File: src/rtl/mult_div_ctrl_pkg.sv
// Shared definitions for the iterative multiply/divide controller:
// op and FSM state encodings, data width and iteration count.
package mult_div_ctrl_pkg;

  localparam int DATA_W = 32;
  localparam int ITERS  = 32;
  localparam int CNT_W  = 5;

  // op[0] selects divide, op[1] selects the unsigned variant
  typedef enum logic [1:0] {
    OP_MULT  = 2'b00,
    OP_DIV   = 2'b01,
    OP_MULTU = 2'b10,
    OP_DIVU  = 2'b11
  } op_e;

  typedef enum logic [2:0] {
    IDLE = 3'd0,
    MULT = 3'd1,
    DIV  = 3'd2,
    FIX  = 3'd3,
    DONE = 3'd4
  } state_e;

  function automatic logic op_is_div(input logic [1:0] op);
    return op[0];
  endfunction

endpackage

File: src/rtl/mult_div_ctrl_if.sv
// Request/result bundle between a CPU core and mult_div_ctrl.
interface mult_div_ctrl_if;
  import mult_div_ctrl_pkg::*;

  logic              start;
  logic [1:0]        op;
  logic [DATA_W-1:0] a;
  logic [DATA_W-1:0] b;
  logic              busy;
  logic              done;
  logic              divZero;
  logic [DATA_W-1:0] hi;
  logic [DATA_W-1:0] lo;

  modport master (output start, op, a, b, input busy, done, divZero, hi, lo);
  modport slave  (input start, op, a, b, output busy, done, divZero, hi, lo);

endinterface

File: src/rtl/mult_div_ctrl_div_restore_step.sv
// One combinational restoring-division step: shift the next dividend bit into
// the partial remainder, trial-subtract the divisor, keep or restore.
module div_restore_step
  import mult_div_ctrl_pkg::*;
(
  input  logic [DATA_W-1:0] rem,
  input  logic [DATA_W-1:0] quo,
  input  logic [DATA_W-1:0] dvs,
  output logic [DATA_W-1:0] rem_next,
  output logic [DATA_W-1:0] quo_next
);

  logic [DATA_W+1:0] shifted;
  logic [DATA_W+1:0] diff;

  always_comb begin
    shifted  = {1'b0, rem, quo[DATA_W-1]};
    diff     = shifted - {2'b00, dvs};
    // borrow out of the widened difference means the trial subtract failed
    if (diff[DATA_W+1]) begin
      rem_next = shifted[DATA_W-1:0];
      quo_next = {quo[DATA_W-2:0], 1'b0};
    end else begin
      rem_next = diff[DATA_W-1:0];
      quo_next = {quo[DATA_W-2:0], 1'b1};
    end
  end

endmodule

File: src/rtl/mult_div_ctrl.sv
// Iterative 32x32 multiply / restoring divide unit with HI/LO result registers.
// Optional MULT_DIV_UNSIGNED_EN enables op[1] as the unsigned (MULTU/DIVU) select.
module mult_div_ctrl
  import mult_div_ctrl_pkg::*;
(
  input  logic          clk,
  input  logic          rst,
  mult_div_ctrl_if.slave bus
);

`ifdef MULT_DIV_UNSIGNED_EN
  localparam logic UNS_EN = 1'b1;
`else
  localparam logic UNS_EN = 1'b0;
`endif

  state_e                state, nxt;
  logic [CNT_W-1:0]      cnt;
  logic                  uns_r, a_neg, b_neg, dz_r;
  logic [2*DATA_W-1:0]   mcand, acc, acc_next;
  logic [DATA_W-1:0]     mplier;
  logic [DATA_W-1:0]     rem, quo, dvs, rem_step, quo_step;
  logic [DATA_W-1:0]     hi_r, lo_r;
  logic                  uns_in, last;

  function automatic logic [DATA_W-1:0] cond_neg(input logic [DATA_W-1:0] v,
                                                 input logic neg);
    return neg ? (~v + 1'b1) : v;
  endfunction

  assign uns_in = UNS_EN & bus.op[1];
  assign last   = (cnt == CNT_W'(ITERS - 1));

  div_restore_step u_step (
    .rem      (rem),
    .quo      (quo),
    .dvs      (dvs),
    .rem_next (rem_step),
    .quo_next (quo_step)
  );

  // Multiplier bit 31 carries negative weight for signed operands
  always_comb begin
    acc_next = acc;
    if (mplier[0]) begin
      if (last && !uns_r) acc_next = acc - mcand;
      else                acc_next = acc + mcand;
    end
  end

  always_comb begin
    nxt = state;
    case (state)
      IDLE: if (bus.start) begin
        if (op_is_div(bus.op)) nxt = (bus.b == '0) ? DONE : DIV;
        else                   nxt = MULT;
      end
      MULT:    if (last) nxt = DONE;
      DIV:     if (last) nxt = FIX;
      FIX:     nxt = DONE;
      DONE:    nxt = IDLE;
      default: nxt = IDLE;
    endcase
  end

  always_ff @(posedge clk or posedge rst) begin
    if (rst) state <= IDLE;
    else     state <= nxt;
  end

  always_ff @(posedge clk or posedge rst) begin
    if (rst) begin
      cnt    <= '0;
      uns_r  <= 1'b0;
      a_neg  <= 1'b0;
      b_neg  <= 1'b0;
      dz_r   <= 1'b0;
      mcand  <= '0;
      mplier <= '0;
      acc    <= '0;
      rem    <= '0;
      quo    <= '0;
      dvs    <= '0;
      hi_r   <= '0;
      lo_r   <= '0;
    end else begin
      case (state)
        IDLE: if (bus.start) begin
          cnt    <= '0;
          uns_r  <= uns_in;
          a_neg  <= bus.a[DATA_W-1] & ~uns_in;
          b_neg  <= bus.b[DATA_W-1] & ~uns_in;
          dz_r   <= op_is_div(bus.op) && (bus.b == '0);
          mcand  <= uns_in ? {{DATA_W{1'b0}}, bus.a}
                           : {{DATA_W{bus.a[DATA_W-1]}}, bus.a};
          mplier <= bus.b;
          acc    <= '0;
          rem    <= '0;
          quo    <= cond_neg(bus.a, bus.a[DATA_W-1] & ~uns_in);
          dvs    <= cond_neg(bus.b, bus.b[DATA_W-1] & ~uns_in);
        end
        MULT: begin
          cnt    <= cnt + 1'b1;
          acc    <= acc_next;
          mcand  <= mcand << 1;
          mplier <= mplier >> 1;
          if (last) {hi_r, lo_r} <= acc_next;
        end
        DIV: begin
          cnt <= cnt + 1'b1;
          rem <= rem_step;
          quo <= quo_step;
        end
        // Magnitude results get their signs on the edge that enters DONE
        FIX: begin
          hi_r <= cond_neg(rem, a_neg);
          lo_r <= cond_neg(quo, a_neg ^ b_neg);
        end
        default: ;
      endcase
    end
  end

  assign bus.busy    = (state != IDLE);
  assign bus.done    = (state == DONE);
  assign bus.divZero = (state == DONE) && dz_r;
  assign bus.hi      = hi_r;
  assign bus.lo      = lo_r;

endmodule

File: src/flat_wrapper.sv
// flat-port wrapper written by rule: the top's interface ports become plain ports
module mult_div_ctrl_flat import mult_div_ctrl_pkg::*;
  (clk, rst, bus_start, bus_op, bus_a, bus_b, bus_busy, bus_done, bus_divZero, bus_hi, bus_lo);
  mult_div_ctrl_if bus_i ();
  input  logic clk;
  input  logic rst;
  input wire logic [$bits(bus_i.start)-1:0] bus_start;
  input wire logic [$bits(bus_i.op)-1:0] bus_op;
  input wire logic [$bits(bus_i.a)-1:0] bus_a;
  input wire logic [$bits(bus_i.b)-1:0] bus_b;
  output wire logic [$bits(bus_i.busy)-1:0] bus_busy;
  output wire logic [$bits(bus_i.done)-1:0] bus_done;
  output wire logic [$bits(bus_i.divZero)-1:0] bus_divZero;
  output wire logic [$bits(bus_i.hi)-1:0] bus_hi;
  output wire logic [$bits(bus_i.lo)-1:0] bus_lo;
  assign bus_i.start = bus_start;
  assign bus_i.op = bus_op;
  assign bus_i.a = bus_a;
  assign bus_i.b = bus_b;
  assign bus_busy = bus_i.busy;
  assign bus_done = bus_i.done;
  assign bus_divZero = bus_i.divZero;
  assign bus_hi = bus_i.hi;
  assign bus_lo = bus_i.lo;
  mult_div_ctrl u_core (.clk(clk), .rst(rst), .bus(bus_i));
endmodule
File: config.mk
export PLATFORM = sky130hd
export DESIGN_NAME = mult_div_ctrl_flat
export DESIGN_NICKNAME = d
export VERILOG_FILES = /design/src/rtl/mult_div_ctrl_pkg.sv /design/src/rtl/mult_div_ctrl_if.sv /design/src/rtl/mult_div_ctrl_div_restore_step.sv /design/src/rtl/mult_div_ctrl.sv /design/src/flat_wrapper.sv
export SDC_FILE = /design/constraint.sdc
export NUM_CORES = 1
export LEC_CHECK = 0
export CAP_MARGIN = 20
export CORE_MARGIN = 2
export CORE_UTILIZATION = 60
export CTS_BUF_LIST = sky130_fd_sc_hd__clkbuf_16
export DETAILED_ROUTE_END_ITERATION = 12
export DONT_BUFFER_PORTS = 1
export HOLD_SLACK_MARGIN = 0.03
export PLACE_DENSITY = 0.76
export SYNTH_ARGS = -nofsm -noshare
export SYNTH_HDL_FRONTEND = slang
export SYNTH_HIERARCHICAL = 1
export SYNTH_SLANG_ARGS = --single-unit
export TNS_END_PERCENT = 5
File: constraint.sdc
create_clock -name clk -period 12.95 [get_ports clk]
set_input_delay 2.59 -clock clk [delete_from_list [all_inputs] [get_ports clk]]
set_output_delay 2.59 -clock clk [all_outputs]
set_load 0.005 [all_outputs]
After elaboration in Yosys (flattened, before gate mapping) --
Cells that the tools add are included. Widths: inputs -> output; s select.
Cells by class: add/sub/neg operators 8, equal/unequal tests 8, multiplexer cells 30, bitwise gates (word level) 5, reduce and logical (&&, ||, !) cells 16
Operators by type and width (number):
- $mux 32 | 10
- $pmux 32 s2 | 5
- $mux 64 | 4
- $pmux 64 s2 | 2
- $add 32x1->32 const B | 4
- $not 32->32 | 4
- $add 64x64->64 | 1
- $sub 64x64->64 | 1
- $sub 33x32->34 | 1
- $logic_not 32->1 | 1
- $mux 3 | 5
- $pmux 3 s4 | 1
- $pmux 5 s2 | 1
- $reduce_and 2->1 | 5
- $reduce_bool 2->1 | 4
- $eq 3x2->1 const B | 2
- $add 5x1->5 const B | 1
- $eq 5x5->1 const B | 1
- $mux 5 | 1
- $ne 2x1->1 const B | 2
- $eq 3x1->1 const B | 1
- $eq 3x3->1 const B | 1
- $logic_not 3->1 | 1
- $reduce_and 3->1 | 1
- 6 further kinds | 7
Storage, ports and cells: flip-flop bits (word level) 331, output and inout bits 67, logic and storage cells 80

Logic depth before layout (Yosys ltp) --
Gate-level depths: netlist of run 1.
depth in word-level cells 5, gate-level depth with buffers 24, gate-level depth less buffers 23

Modules after synthesis --
Netlist of run 1, hierarchy kept.
Modules (own cells, without submodules):
- mult_div_ctrl | times used 1, cells each 2641, area each 21723.3 um2, sequential area each 8282.9 um2
- div_restore_step | times used 1, cells each 404, area each 2662.6 um2, sequential area each 0.0 um2

Least setup slack after synthesis of run 1 --
Ideal clock, no wire load.
kind input port to flip-flop, from input bus_a[1], to register u_core.quo[29], setup time 130 ps, data arrival time 5268 ps, required time 12820 ps, slack 7552 ps, cell stages on the path 11, path buffers 0, cells stage by stage or3_4 -> or4_4 -> nand2b_4 -> or4_4 -> or3_4 -> or2_4 -> o31ai_4 -> xor2_1 -> nor2_1 -> a21oi_1 -> o21ai_1
Between the ends: cells in the longest elaborated chain, start to end 5
Ends and longest elaborated chain:
- from (decl) | line flat_wrapper.sv:9 | input wire logic [$bits(bus_i.a)-1:0] bus_a;
- $not 32->32 | line mult_div_ctrl.sv:28 | return neg ? (~v + 1'b1) : v;
- $add 32x1->32 | line mult_div_ctrl.sv:28
- $mux 32 | line mult_div_ctrl.sv:28
- $mux 32 | line mult_div_ctrl.sv:88 | IDLE: if (bus.start) begin
- $pmux 32 s2 | line mult_div_ctrl.sv:87 | case (state)
- to (signal assigned) | line mult_div_ctrl.sv:99 | quo <= cond_neg(bus.a, bus.a[DATA_W-1] & ~uns_in);
- to (signal assigned) | line mult_div_ctrl.sv:112 | quo <= quo_step;
- to (decl) | line mult_div_ctrl.sv:22 | logic [DATA_W-1:0] rem, quo, dvs, rem_step, quo_step;
No other way between the ends. The select of a mux whose other input is x is not followed. A chain may end at the register's enable or synchronous reset.

Final worst setup path of run 1 --
from register u_core.mcand[18], to register u_core.hi_r[28] (netlist: u_core/bus.hi[28])
Between the ends: cells in the longest elaborated chain, start to end 5, elaborated cells on any way between the ends 6, those cells by class 2 x add/sub; 4 x mux
Ends and longest elaborated chain:
- from (decl) | line mult_div_ctrl.sv:20 | logic [2*DATA_W-1:0] mcand, acc, acc_next;
- from (signal assigned) | line mult_div_ctrl.sv:94 | mcand <= uns_in ? {{DATA_W{1'b0}}, bus.a}
- from (signal assigned) | line mult_div_ctrl.sv:105 | mcand <= mcand << 1;
- $add 64x64->64 or $sub 64x64->64 (tied branches) | line mult_div_ctrl.sv:47, mult_div_ctrl.sv:46
- $mux 64 (*) | line mult_div_ctrl.sv:46 | if (last && !uns_r) acc_next = acc - mcand;
- $mux 64 (*) | line mult_div_ctrl.sv:45 | if (mplier[0]) begin
- $mux 32 (*) | line mult_div_ctrl.sv:107 | if (last) {hi_r, lo_r} <= acc_next;
- $pmux 32 s2 (*) | line mult_div_ctrl.sv:87
- to (signal assigned) | line mult_div_ctrl.sv:107
- to (signal assigned) | line mult_div_ctrl.sv:116 | hi_r <= cond_neg(rem, a_neg);
- to (decl) | line mult_div_ctrl.sv:23 | logic [DATA_W-1:0] hi_r, lo_r;
Every way passes the cells marked *; elsewhere a longest branch is shown, timed or not. The select of a mux whose other input is x is not followed.

==> results by group, run 1 <==
Status
  – Status: completed

Hold path
  – Hold crit path type: reg2reg

Placed design
  – DP HPWL: 55000 um
  – Placement Setup Slack: 6.92 ns
  – Port Buffers: 0
  – Routability cong.: 0.990
  – Post-DP Area: 24300 um^2

Synth
  – Syn Inst Count: 3045
  – Syn_area_per_cell: 8.01 um^2
  – Synth warn: 6
  – Top_reg_cell synth: dfrtp_1
  – Post-Syn Area: 24400 um^2
  – Async set-reset flop share out of synthesis: 1.00
  – Register bit total from synthesis: 331
  – EDFF count, synth: 0
  – Synth area leaders: dfrtp_1, nand2_1, o21ai_0, xnor2_1, ha_1
  – Area share of the largest cell type after synthesis: 0.340
  – Post-synth cell types: 89
  – Leading area contributor after synthesis: dfrtp_1
  – Syn_nets: 3218
  – Sequential fraction of the synthesis area: 0.340

Drt
  – First DRT Iteration DRCs: 2499
  – Vias/cell: 6.55
  – WL final: 74700 um
  – Vias: 22600
  – Post-route ant nets: 0
  – DR pass1 iterations: 6
  – Post-route DRC: 0
  – Wire length per cell: 21.7 um

Timing
  – Clk_skew: 0.0201 ns
  – Rel. slew slack: 0.247
  – Final worst slack: 6.75 ns
  – Max Slew Vio Count: 0
  – Worst Max-Slew Pin Slew: 1.12 ns
  – RSZ-0062 raised after global routing: no
  – Setup tns final: 0 ns
  – Final setup vio count: 0
  – Crit path time final: 6.20 ns
  – Final period utilization: 0.479
  – WHS: 0.482 ns
  – Final hold violation count: 0
  – Max Fclk: 0.161 GHz

Cells and area
  – Finished Cell Area: 25500 um^2
  – Area grow syn2layout: 4.47%
  – ANT cells: 0
  – Layout cells sized above 1: 0.0476
  – # nets final: 3065
  – Commonest non-fill, non-tap cell in the layout: nand2_1
  – Most frequent cells in the layout: nand2_1, dfrtp_1, o21ai_0

GRT
  – First-pass GRT wire length: 117000 um
  – Vias in the first global route: 20700
  – GRT Total Usage: 0.353
  – Largest net degree at the start of global routing: 155
  – Initial antenna violation count: 0
  – GR Overflow Total: 0

Clocking
  – Hold_buf cts: 0
  – Setup repair bufs after CTS: 0
  – Post_cts resized: 0
  – Clk_lat worst skew: 0.57 ns
  – H-tree levels: 2
  – Clk sinks: 331
  – TritonCTS clock tree: built
  – CTS Buffer Depth: 3
  – CTS root buffer: clkbuf_16
  – Clock-pin slew on the worst setup and hold paths: 0.06 ns
  – Cts bufs inserted: 38

Die
  – IO Pins: 136
  – Die boundary width: 206 um
  – Initial core utilization: 0.611
  – Die Ht: 206 um
  – Core Area: 39900 um^2
  – Rows: 73
  – Die Area: 42300 um^2

Power
  – Power Density: 295 nW/um^2
  – Worst IR Drop VDD: 0.237 mV
  – Static leakage: 11.2 nW

Flow run
  – Max_cap viols: 0

Setup path
  – Crit path DAT: 6.70 ns
  – CP required: 13.45 ns
  – CP max FO: 7
  – Nature of the critical path endpoint: register
  – CP startpoint kind: register
  – R2r setup slk: 6.75 ns
  – Crit Path Class: reg2reg
-- flip-flops by register name, summed over array words and instances (netlist names), 32 cells and up --
register / cells
u_core/mplier: 32
u_core/bus.hi: 32
u_core/dvs: 32
u_core/rem: 32
u_core/mcand: 64
u_core/quo: 32
u_core/bus.lo: 32
u_core/acc: 64
-- layout make-up --
type / count / area [um^2]
Sequential cell: 331 / 8280
Clock buffer: 38 / 951
Inverter: 87 / 334
Timing Repair Buffer: 25 / 200
Multi-Input combinational cell: 2409 / 14800
Fill cell: 3435 / 14400
Tap cell: 525 / 657
Clock inverter: 31 / 211
-- worst paths after layout --
| kind | start | to | cells past startpoint |
|---|---|---|---|
| min | u_core/dvs[21] | u_core/dvs[21] | 2 |
| max | u_core/mcand[18] | u_core/bus.hi[28] | 19 |
| max reg2reg | u_core/mcand[18] | u_core/bus.hi[28] | 19 |
| min reg2reg | u_core/dvs[21] | u_core/dvs[21] | 2 |
| max in group asynchronous | rst | u_core/mplier[25] | 2 |
| min in group asynchronous | rst | u_core/quo[12] | 1 |
-- per-layer routing --
metal / global-route usage / vias to the layer above / share of wire
met3: 0.0684 / 159 / 0.090
met1: 0.515 / 10900 / 0.44
li1: - / 10500 / -
met4: 0.115 / 0 / 0.033
met2: 0.525 / 993 / 0.44
met5: 0 / - / 0
-- cells in the mapped netlist (7+ instances only) --
cell / instances
a211oi_1: 12
a21o_1: 50
a21oi_1: 231
a221o_1: 35
a22o_1: 13
a22oi_1: 12
a31oi_1: 101
and2_1: 12
and3_1: 20
buf_1: 15
buf_2: 11
buf_4: 33
clkbuf_1: 156
dfrtp_1: 331
ha_1: 102
inv_1: 85
mux2i_1: 41
nand2_1: 468
nand2b_1: 21
nand3_1: 99
nand4_1: 22
nor2_1: 252
nor2b_1: 21
nor3_1: 45
nor3b_1: 7
nor4_1: 19
o211ai_1: 35
o21a_1: 7
o21ai_0: 273
o21bai_1: 20
o22ai_1: 14
o31ai_1: 37
o41ai_1: 17
or3_1: 17
or4_1: 23
xnor2_1: 148
xor2_1: 115
-- power breakdown --
group	internal [mW]	leakage [nW]	switching, mW
logic	1.67	6.40	2.73
clock network	0.576	0.604	0.458
registers	1.49	4.15	0.591
total	3.74	11.2	3.78
-- kinds of logic after synthesis --
logic type	Yosys count	synth area share
XOR/XNOR	263	0.0945
AO/OA/AOI/OAI	936	0.242
adder cells (fa/ha/maj)	104	0.0540
AND/OR/NAND/NOR	1057	0.195
buffers and inverters	305	0.0535
multiplexers	49	0.0208
flip-flops	331	0.340
-- metrics by stage --
stage / power [mW] / utilization / std cells
3_5_place_dp: 6.35 / 0.609 / 3377
4_1_cts: 7.42 / 0.638 / 3446
6_report: 7.52 / 0.638 / 3446
3_3_place_gp: 6.23 / 0.609 / 3377
2_1_floorplan: 5.29 / - / 3045
5_1_grt: 8.07 / 0.638 / 3446
-- critical path, cell delays in order, from the launching register on --
cell,delay (ns)
dfrtp_1,0.44
nor3_1,0.31
nor4b_1,0.48
nand3_1,0.37
nor3_2,0.40
nand3b_1,0.28
nor3_1,0.55
a21oi_1,0.17
xnor2_1,0.26
ha_1,0.36
a21o_1,0.22
a31oi_1,0.24
o21bai_1,0.09
a21oi_1,0.13
o21ai_0,0.07
or3_1,0.41
a221o_1,0.43
a31oi_1,0.43
mux2_2,0.40
nand3_1,0.08
Power figures use the tool's default switching activity.
==> inputs of run 2 (changes only) <==
Settings changed: CORE_UTILIZATION 60 to 59, PLACE_DENSITY 0.76 to 0.78.
Clock period 12.95 ns to 5 ns, I/O delays scaled along.
==> run 2 against run 1 <==
Wire length grew 2.1%. Clock power grew to 2.8 times the previous value. First-iteration DRC count grew 7.4%. Total power grew to 2.8 times the previous value. Maximum frequency grew 27%. Final cell count grew 5.9%. Combinational power grew to 2.9 times the previous value. Global-route usage shrank 0.78 points. Cell area grew 7.9%. Core utilization grew 3.5 points. Register-to-register slack lost 6.6 ns. Critical endpoint is now u_core/bus.hi[31].
==> results by group, run 2 (synthesis gave the netlist of run 1 again) <==
Flow run
  – Max_cap viols: 0

Setup path
  – Crit Path Class: reg2reg
  – Nature of the critical path endpoint: register
  – Top delay family on crit path: compound AO/OA/AOI/OAI gates
  – CP required: 5.49 ns
  – CP max FO: 5
  – R2r setup slk: 0.11 ns
  – CP startpoint kind: register
  – CP Buf/Inv Count: 4
  – Max incr delay on CP: 0.42 ns
  – Cell mode on critical path: buf_6
  – Crit path DAT: 5.38 ns
  – Crit-path slowest cell: or3_1

Clocking
  – CTS Buffer Depth: 3
  – TritonCTS clock tree: built
  – Clk_lat worst skew: 0.57 ns
  – Clk sinks: 331
  – CTS root buffer: clkbuf_16
  – H-tree levels: 2
  – Hold_buf cts: 0
  – Clock-pin slew on the worst setup and hold paths: 0.06 ns
  – Cts bufs inserted: 39

Power
  – Combinational share of power: 0.612
  – Sequential share of power: 0.251
  – Clock Power Share: 0.137
  – Power Density: 767 nW/um^2
  – Switching pwr: 10.2 mW
  – Switching power share of the total: 0.484
  – Pint: 10.9 mW
  – Worst IR Drop VDD: 0.548 mV
  – Static leakage: 12.3 nW

GRT
  – First-pass GRT wire length: 120000 um
  – Vias in the first global route: 21700
  – Initial antenna violation count: 0
  – Largest net degree at the start of global routing: 163
  – GR Overflow Total: 0
  – GRT Total Usage: 0.345

Cells and area
  – # nets final: 3262
  – Layout cells sized above 1: 0.126
  – Most frequent cells in the layout: nand2_1, dfrtp_1, o21ai_0
  – Commonest non-fill, non-tap cell in the layout: nand2_1
  – Area grow syn2layout: 12.7%
  – Regs by FF count: u_core/acc x64, u_core/mcand x64
  – Core Util, Final: 0.673

Placed design
  – Routability cong.: 1.03
  – Placement Setup Slack: -0.131 ns
  – Port Buffers: 0
  – DP HPWL: 56000 um

Timing
  – Max Slew Vio Count: 0
  – RSZ-0062 raised after global routing: yes
  – Rel. slew slack: 0.197
  – Max Fclk: 0.204 GHz
  – Final worst slack: 0.107 ns
  – Clk_skew: 0.0243 ns
  – Worst Max-Slew Pin Slew: 1.20 ns
  – Final hold violation count: 0
  – Setup tns final: 0 ns
  – Crit path time final: 4.89 ns
  – Final setup vio count: 0
  – Final period utilization: 0.979

Status
  – Status: completed

Die
  – IO Pins: 136
  – Die boundary width: 207 um
  – Rows: 74
  – Die Area: 43000 um^2
  – Initial core utilization: 0.597
  – Die Ht: 207 um
  – Core Area: 40800 um^2

Drt
  – Vias: 23300
  – Wire length per cell: 20.9 um
  – WL final: 76200 um
  – Post-route ant nets: 0
  – Vias/cell: 6.39
  – First DRT Iteration DRCs: 2684
  – DR pass1 iterations: 5
  – Post-route DRC: 0

Hold path
  – Hold crit path type: in2async
-- run 2: changes by cell type in the layout (fill, tap and decap cells not counted), moves of 6 or more --
| cell | previous run | this run |
|---|---|---|
| buf_4 | 24 | 213 |
| o21ai_0 | 273 | 258 |
| a21oi_1 | 231 | 219 |
| a21oi_2 | 3 | 15 |
| o21ai_1 | 6 | 16 |
| nor3_1 | 45 | 39 |
-- run 2: what timing repair did --
item	in CTS	in global routing
pin swaps	0	33
resized for setup	10	75
endpoints found under the setup margin	20	59
cloned	0	0
setup buffers	0	6
-- run 2: final timing paths --
check / start / to / depth (start not counted)
min reg2reg: u_core/dvs[28] / u_core/dvs[28] / 2
max reg2reg: u_core/mcand[10] / u_core/bus.hi[31] / 25
max: u_core/mcand[10] / u_core/bus.hi[31] / 25
min in group clk: u_core/dvs[28] / u_core/dvs[28] / 2
max in group asynchronous: rst / u_core/mplier[24] / 2
min: rst / u_core/quo[11] / 1
-- run 2: routing by layer --
layer | up-vias | part of all wire | GRT usage
met5 | - | 0 | 0
met4 | 0 | 0.041 | 0.143
met3 | 173 | 0.093 | 0.0640
met2 | 1008 | 0.44 | 0.522
met1 | 11200 | 0.43 | 0.488
li1 | 10900 | - | -
-- run 2: final cells by class --
| class | instances | area, um^2 |
|---|---|---|
| Inverter | 87 | 330 |
| Timing Repair Buffer | 221 | 1720 |
| Clock inverter | 30 | 275 |
| Tap cell | 532 | 666 |
| Antenna cell | 1 | 2.50 |
| Clock buffer | 40 | 1000 |
| Sequential cell | 331 | 8280 |
| Fill cell | 3321 | 13400 |
| Multi-Input combinational cell | 2409 | 15200 |
-- run 2: power by group through the flow --
stage	clock, mW	combinational (mW)	sequential [mW]
5_1_grt	3.04	14.1	5.42
6_report	2.90	12.9	5.29
4_1_cts	2.93	12.4	5.22
2_1_floorplan	0	8.95	4.75
3_3_place_gp	0	11.9	5.18
3_5_place_dp	0	12.3	5.25
-- run 2: per-stage QoR --
stage	power, mW	hold slack [ns]	instance area [um^2]	instances
4_1_cts	20.5	0.323	27100	3644
5_1_grt	22.6	0.353	27500	3650
2_1_floorplan	13.7	0.442	24400	3045
6_report	21.1	0.327	27500	3651
3_5_place_dp	17.5	0.472	25800	3574
3_3_place_gp	17.1	0.459	25800	3574
